File: src/rtl/muldiv_sequencer.sv
// muldiv_sequencer: multi-cycle unsigned shift-add multiply and restoring divide with HI/LO registers
module muldiv_sequencer #(
  parameter int WIDTH = 32,
  parameter logic [3:0] OP_MUL = 4'b0011,
  parameter logic [3:0] OP_DIV = 4'b0100
) (
  input  logic             clk,
  input  logic             rst,
  input  logic             start,
  input  logic [3:0]       AluOP,
  input  logic [WIDTH-1:0] X,
  input  logic [WIDTH-1:0] Y,
  input  logic             flush,
  output logic             busy,
  output logic             done,
  output logic             stall,
  output logic [WIDTH-1:0] Lo,
  output logic [WIDTH-1:0] Hi
);
  localparam int CW = $clog2(WIDTH) + 1;
  typedef enum logic [1:0] {IDLE, MUL, DIV, DONE} state_t;
  state_t state;
  logic [CW-1:0] cnt;
  logic [WIDTH-1:0] opd;
  logic [2*WIDTH-1:0] acc, acc_nxt;
  logic [WIDTH:0] sum, t, diff;
  logic accept;
  assign accept = start & ~flush & (state == IDLE) & (AluOP == OP_MUL || AluOP == OP_DIV);
  assign stall = busy | accept;
  // acc holds {partial, operand bits}: MUL adds into the top and shifts right, DIV shifts left and trial-subtracts
  always_comb begin
    sum = {1'b0, acc[2*WIDTH-1:WIDTH]} + (acc[0] ? {1'b0, opd} : '0);
    t = {acc[2*WIDTH-1:WIDTH], acc[WIDTH-1]};
    diff = t - {1'b0, opd};
    acc_nxt = state == MUL ? {sum, acc[WIDTH-1:1]} :
              diff[WIDTH] ? {t[WIDTH-1:0], acc[WIDTH-2:0], 1'b0} :
                            {diff[WIDTH-1:0], acc[WIDTH-2:0], 1'b1};
  end
  // sequencer: accept, iterate WIDTH times, publish Hi/Lo on DONE entry
  always_ff @(posedge clk) begin
    if (rst) begin
      state <= IDLE;
      busy <= 1'b0;
      done <= 1'b0;
      Hi <= '0;
      Lo <= '0;
      cnt <= '0;
      acc <= '0;
      opd <= '0;
    end else begin
      done <= 1'b0;
      case (state)
        IDLE: if (accept) begin
          state <= AluOP == OP_MUL ? MUL : DIV;
          busy <= 1'b1;
          cnt <= '0;
          opd <= AluOP == OP_MUL ? X : Y;
          acc <= {{WIDTH{1'b0}}, AluOP == OP_MUL ? Y : X};
        end
        DONE: state <= IDLE;
        default: if (flush) begin
          state <= IDLE;
          busy <= 1'b0;
        end else begin
          acc <= acc_nxt;
          cnt <= cnt + 1'b1;
          if (cnt == CW'(WIDTH - 1)) begin
            state <= DONE;
            busy <= 1'b0;
            done <= 1'b1;
            {Hi, Lo} <= acc_nxt;
          end
        end
      endcase
    end
  end
endmodule
File: config.mk
export PLATFORM = sky130hd
export DESIGN_NAME = muldiv_sequencer
export DESIGN_NICKNAME = d
export VERILOG_FILES = /design/src/rtl/muldiv_sequencer.sv
export SDC_FILE = /design/constraint.sdc
export NUM_CORES = 1
export LEC_CHECK = 0
export ABC_AREA = 1
export CAP_MARGIN = 20
export CORE_ASPECT_RATIO = 0.7
export CORE_UTILIZATION = 30
export DETAILED_ROUTE_END_ITERATION = 10
export GPL_ROUTABILITY_DRIVEN = 0
export PLACE_DENSITY = 0.49
export SETUP_SLACK_MARGIN = 0.2
export SYNTH_ARGS = -nofsm -noshare
export SYNTH_HDL_FRONTEND = slang
export SYNTH_SLANG_ARGS = --single-unit
export TNS_END_PERCENT = 30
File: constraint.sdc
create_clock -name clk -period 2.7 [get_ports clk]
set_clock_uncertainty 0.2 [all_clocks]
set_input_delay 0.54 -clock clk [delete_from_list [all_inputs] [get_ports clk]]
set_output_delay 0.54 -clock clk [all_outputs]
set_load 0.05 [all_outputs]
# After elaboration in Yosys (flattened, before gate mapping)
# Cells that the tools add are included.
# Widths: inputs -> output; s select.
[classes]
addsub = 3
n_eq_ne = 7
mux = 21
bitwise = 7
reduce_logical = 11
[op_table]
columns = ["cell", "n"]
rows = [
  ["$mux 64", 4],
  ["$pmux 64 s2", 1],
  ["$mux 32", 3],
  ["$add 32x32->33", 1],
  ["$sub 33x32->33", 1],
  ["$mux 6", 2],
  ["$pmux 6 s2", 1],
  ["$reduce_and 3->1", 3],
  ["$mux 2", 4],
  ["$add 6x1->6 const B", 1],
  ["$eq 6x5->1 const B", 1],
  ["$eq 4x2->1 const B", 1],
  ["$eq 4x3->1 const B", 1],
  ["$mux 1", 4],
  ["$pmux 2 s2", 1],
  ["$reduce_and 2->1", 2],
  ["$reduce_bool 4->1", 1],
  ["$reduce_or 4->1", 1],
  ["$and 1x1->1", 3],
  ["$not 1->1", 3],
  ["$reduce_bool 3->1", 1],
  ["$eq 2x1->1 const B", 1],
  ["$eq 2x2->1 const B", 1],
  ["$logic_not 2->1", 1],
  ["other kinds (6)", 6],
]
[totals]
ff_bits = 170
input_bits = 72
word_cells = 57

# Logic depth before layout (Yosys ltp)
# Gate-level depths: netlist of run 1.
[depth]
ltp_word = 6
ltp_mapped = 22
depth_no_buf = 21

# Worst setup path before layout of run 1
# Ideal clock, no wire load.
[synth_path]
kind = "reg2reg"
from = "register acc[0]"
to = "register Hi[29]"
setup_time_ns = 0.114
arrival_time_ns = 2.288
slack_ns = 0.099
path_stages_with_launch = 19
synth_period_minus_slack_ns = 2.601
cell_sequence = "dfxtp_1 clkbuf_1 clkbuf_1 nand2_1 inv_1 fa_1 nand2_1 nand2_1 o21ai_0 o21ai_0 nand2_1 nand2_1 nand3b_1 nand2_1 nand2_1 nand3_1 nand2_1 o21bai_1 inv_1"
[synth_between]
elab_chain_cells = 3
[synth_lines]
columns = ["element", "line", "text"]
rows = [
  ["start, declared", "25", "logic [2*WIDTH-1:0] acc, acc_nxt;"],
  ["start signal, assigned", "58", "acc <= {{WIDTH{1'b0}}, AluOP == OP_MUL ? Y : X};"],
  ["start signal, assigned", "65", "acc <= acc_nxt;"],
  ["$mux 32", "32", "sum = {1'b0, acc[2*WIDTH-1:WIDTH]} + (acc[0] ? {1'b0, opd} : '0);"],
  ["$add 32x32->33", "32", ""],
  ["$mux 64", "35", "acc_nxt = state == MUL ? {sum, acc[WIDTH-1:1]} :"],
  ["end signal, assigned", "71", "{Hi, Lo} <= acc_nxt;"],
  ["end, declared", "18", "output logic [WIDTH-1:0] Hi"],
]
# Every way passes these cells.
# A chain may end at the register's enable or synchronous reset.

# Worst setup path after layout of run 1
[layout_path]
from = "register opd[30]"
to = "register Hi[26]"
[layout_between]
elab_chain_cells = 3
[layout_lines]
columns = ["element", "line", "text"]
rows = [
  ["start, declared", "24", "logic [WIDTH-1:0] opd;"],
  ["start signal, assigned", "57", "opd <= AluOP == OP_MUL ? X : Y;"],
  ["$sub 33x32->33", "34", "diff = t - {1'b0, opd};"],
  ["$mux 64", "36", "diff[WIDTH] ? {t[WIDTH-1:0], acc[WIDTH-2:0], 1'b0} :"],
  ["$mux 64", "35", ""],
]
# Every way passes these cells.

==> metrics.md, run 1 <==
| Metric | Value |
|---|---|
| Vias per std cell | `5.04` |
| Antenna violations before repair | `1` |
| Port bufs | `138` |
| Max incr delay on CP | `0.35 ns` |
| Gr usage total | `26.5%` |
| TNS Setup | `-0.0129 ns` |
| Clk buf depth | `2` |
| Crit path cell chain | `inv_1, ha_1, nand2_2, a21oi_1, nor2_1, nand2_1, a21oi_4, buf_6, nand3_4, buf_12, buf_12, nand2_8, nand2_1, nand3_1, nand2_2, o21bai_1, inv_1` |
| Power Density | `1420 nW/um^2` |
| Final WS setup | `-0.0129 ns` |
| Crit-path max FO | `6` |
| Largest net degree at the start of global routing | `66` |
| Die Width | `252 um` |
| DRT antenna net count | `0` |
| Placed cells | `3074` |
| CTS Buf Count | `17` |
| Post-Synthesis Cells | `2206` |
| Adder-cell share of the synthesized area | `6.80%` |
| Clock sink total | `170` |
| Leak pwr | `9.16 nW` |
| Drt total wl | `59.7 mm` |
| Starting Density | `30.7%` |
| Max-slew headroom | `48.2%` |
| First-pass GRT wire length | `88.8 mm` |
| Detailed Place HPWL | `45.6 mm` |
| Die area | `44500 um^2` |
| Yosys reg bits | `170` |
| Critical Path RT | `2.86 ns` |
| Mux cell area share after synthesis | `0%` |
| Dpl ws | `-0.353 ns` |
| Min Tclk post-route | `2.71 ns` |
| Synth area leader | `dfxtp_1` |
| FFs w/ async S/R, synth | `0%` |
| Depth of the CTS H-tree | `4` |
| DRC viols | `0` |
| Compound-Gate Fraction of Synth Area | `16.9%` |
| Hold Fails Final Rpt | `0` |
| F_max | `369 MHz` |
| Slew Limit Fails | `0` |
| Clk slew on worst S/H paths | `0.08 ns` |
| Simple-gate area share of the yosys netlist | `36.6%` |
| Ranking of synthesized cells by area | `dfxtp_1, nand2_1, inv_1, ha_1, a21oi_1` |
| Max IR drop VDD | `1.23 mV` |
| Syn_nets | `2348` |
| Setup crit end kind | `flip-flop` |
| P&R area growth vs syn | `50.4%` |
| Vias post-DR | `15817` |
| CP arrival | `2.87 ns` |
| CP max stage cell | `dfxtp_2` |
| Synthesis Warnings | `0` |
| Nets | `2684` |
| Largest family of logic cells by synthesized area | `simple AND/OR/NAND/NOR gates` |
| Mean cell area of the mapped netlist | `5.93 um^2` |
| Final period util | `100%` |
| Final Setup Violations | `1` |
| # rows | `63` |
| Sequential element share of the synthesized area | `26.0%` |
| Run status | `finished, violations left` |
| Final Non-Filler Cells | `3141` |
| Fin Hold WS | `0.237 ns` |
| Critical path startpoint category | `flip-flop` |
| Most frequent cell after synthesis | `nand2_1` |
| Slew @ Worst Pin | `0.777 ns` |
| Detailed router's first-iteration violation count | `1417` |
| Clk_lat worst skew | `0.47 ns` |
| Hold WC Path Type | `input port to flip-flop` |
| Failing checks | `setup timing` |
| Via count of the first global-routing pass | `14843` |
| Routed len/inst | `19.0 um` |
| Synth cell count leaders | `nand2_1, inv_1, dfxtp_1, a21oi_1, o21ai_0` |
| TritonCTS clock tree | `yes` |
| Top-area cell type share of the netlist area | `26.0%` |
| Die height | `177 um` |
| Clock root cell | `clkbuf_16` |
| Grt ovf | `0` |
| Setup Crit Path Kind | `flip-flop to flip-flop` |
| Main synth FF type | `dfxtp_1` |
| Flop2flop setup slack | `-0.01 ns` |
| Area post-placement | `16800 um^2` |
| Core area | `42600 um^2` |
| Unique masters post-synth | `51` |
| Xor and xnor area share after synthesis | `1.81%` |
| Crit-path leading delay family | `simple AND/OR/NAND/NOR gates` |
| Area of the mapped netlist | `13100 um^2` |
| Layout cells sized above 1 | `28.5%` |
| Post-synth EDFFs | `0` |
| TritonRoute pass-1 iters | `5` |
| Maxcap violations | `0` |
| Total I/O pin count | `139` |
| Final instance area | `19700 um^2` |
| RSZ-0062 raised after global routing | `true` |
| Critical path buffers and inverters | `5` |
-- layout by cell type, fill, tap and decap left out, types with 19 or more instances in the layout --
cell / instances
a31oi_1: 33
o21a_1: 24
nand3_2: 28
nand3_1: 85
inv_1: 255
nor2_1: 60
clkdlybuf4s50_1: 129
clkbuf_16: 19
nand2_4: 26
inv_2: 49
nand2_1: 764
dfxtp_1: 133
dfxtp_2: 32
nand2_2: 95
a41oi_1: 25
buf_12: 19
ha_4: 44
buf_4: 236
o21ai_0: 100
nor2_2: 28
a21oi_2: 31
a21oi_1: 89
-- per-layer routing --
layer | share of wire (%) | track usage [%]
met5 | 0 | 0
met3 | 9.6 | 7.50
met2 | 40 | 37.2
met4 | 1.6 | 5.97
met1 | 49 | 39.2
-- final timing paths --
check                        end                 start  depth (start not counted)
min          Lo[24]$_SDFFE_PP0P_                   rst                          2
min reg2reg  Lo[19]$_SDFFE_PP0P_   Lo[19]$_SDFFE_PP0P_                          2
max reg2reg  Hi[26]$_SDFFE_PP0P_  opd[30]$_SDFFE_PP0P_                         17
max          Hi[26]$_SDFFE_PP0P_  opd[30]$_SDFFE_PP0P_                         17
-- sequential cells by signal, indices dropped and copies added, names as in the netlist --
name   cells
done       1
opd       32
Hi        32
Lo        32
cnt        6
busy       1
state      2
acc       64
-- area by class of cell --
type                       instances  area (um^2)
fill                            4389        22900
multi-input combinational       1642         9990
timing repair buffer             402         3700
sequential                       170         3460
inverter                         309         1170
tap                              585          732
clock buffer                      17          425
clock inverter                    15          223
antenna                            1         2.50
-- cells by family (layout without fill, tap and decap cells) --
family | after synthesis | after routing
adder cells (fa/ha/maj) | 70 | 70
buffers and inverters | 398 | 743
flip-flops | 170 | 170
XOR/XNOR | 27 | 27
AO/OA/AOI/OAI | 376 | 376
AND/OR/NAND/NOR | 1165 | 1169
other | 0 | 1
-- repair_timing --
| action | 4_1_cts | 5_1_grt |
|---|---|---|
| gates resized for setup | 194 | 313 |
| setup buffers | 10 | 17 |
| gates cloned | 5 | 2 |
| hold buffers | 0 | 0 |
| setup endpoints to repair | 69 | 70 |
| pin swaps | 37 | 88 |
| endpoints found under the hold margin | 0 | 0 |
-- stage by stage --
step                      util, %  total power [W]
final                        46.2           0.0279
after global routing         46.2           0.0297
after CTS                    43.0           0.0252
after detailed placement     39.3           0.0199
after global placement       39.3           0.0198
after floorplan                 -           0.0137
-- power breakdown --
| group | switching [W] | total [W] | leakage, nW | internal, W |
|---|---|---|---|---|
| registers | 0.000345 | 0.00313 | 1.39 | 0.00278 |
| logic | 0.0143 | 0.0220 | 7.46 | 0.00775 |
| clock network | 0.00134 | 0.00270 | 0.310 | 0.00136 |
(Power assumes the default switching activity.)
==> inputs of run 2 (changes only) <==
Settings changed: CTS_CLUSTER_DIAMETER set to 40, CTS_CLUSTER_SIZE set to 14.
==> results of run 2 <==
Same layout as run 1: the final DEF is identical, and so are final timing and power.
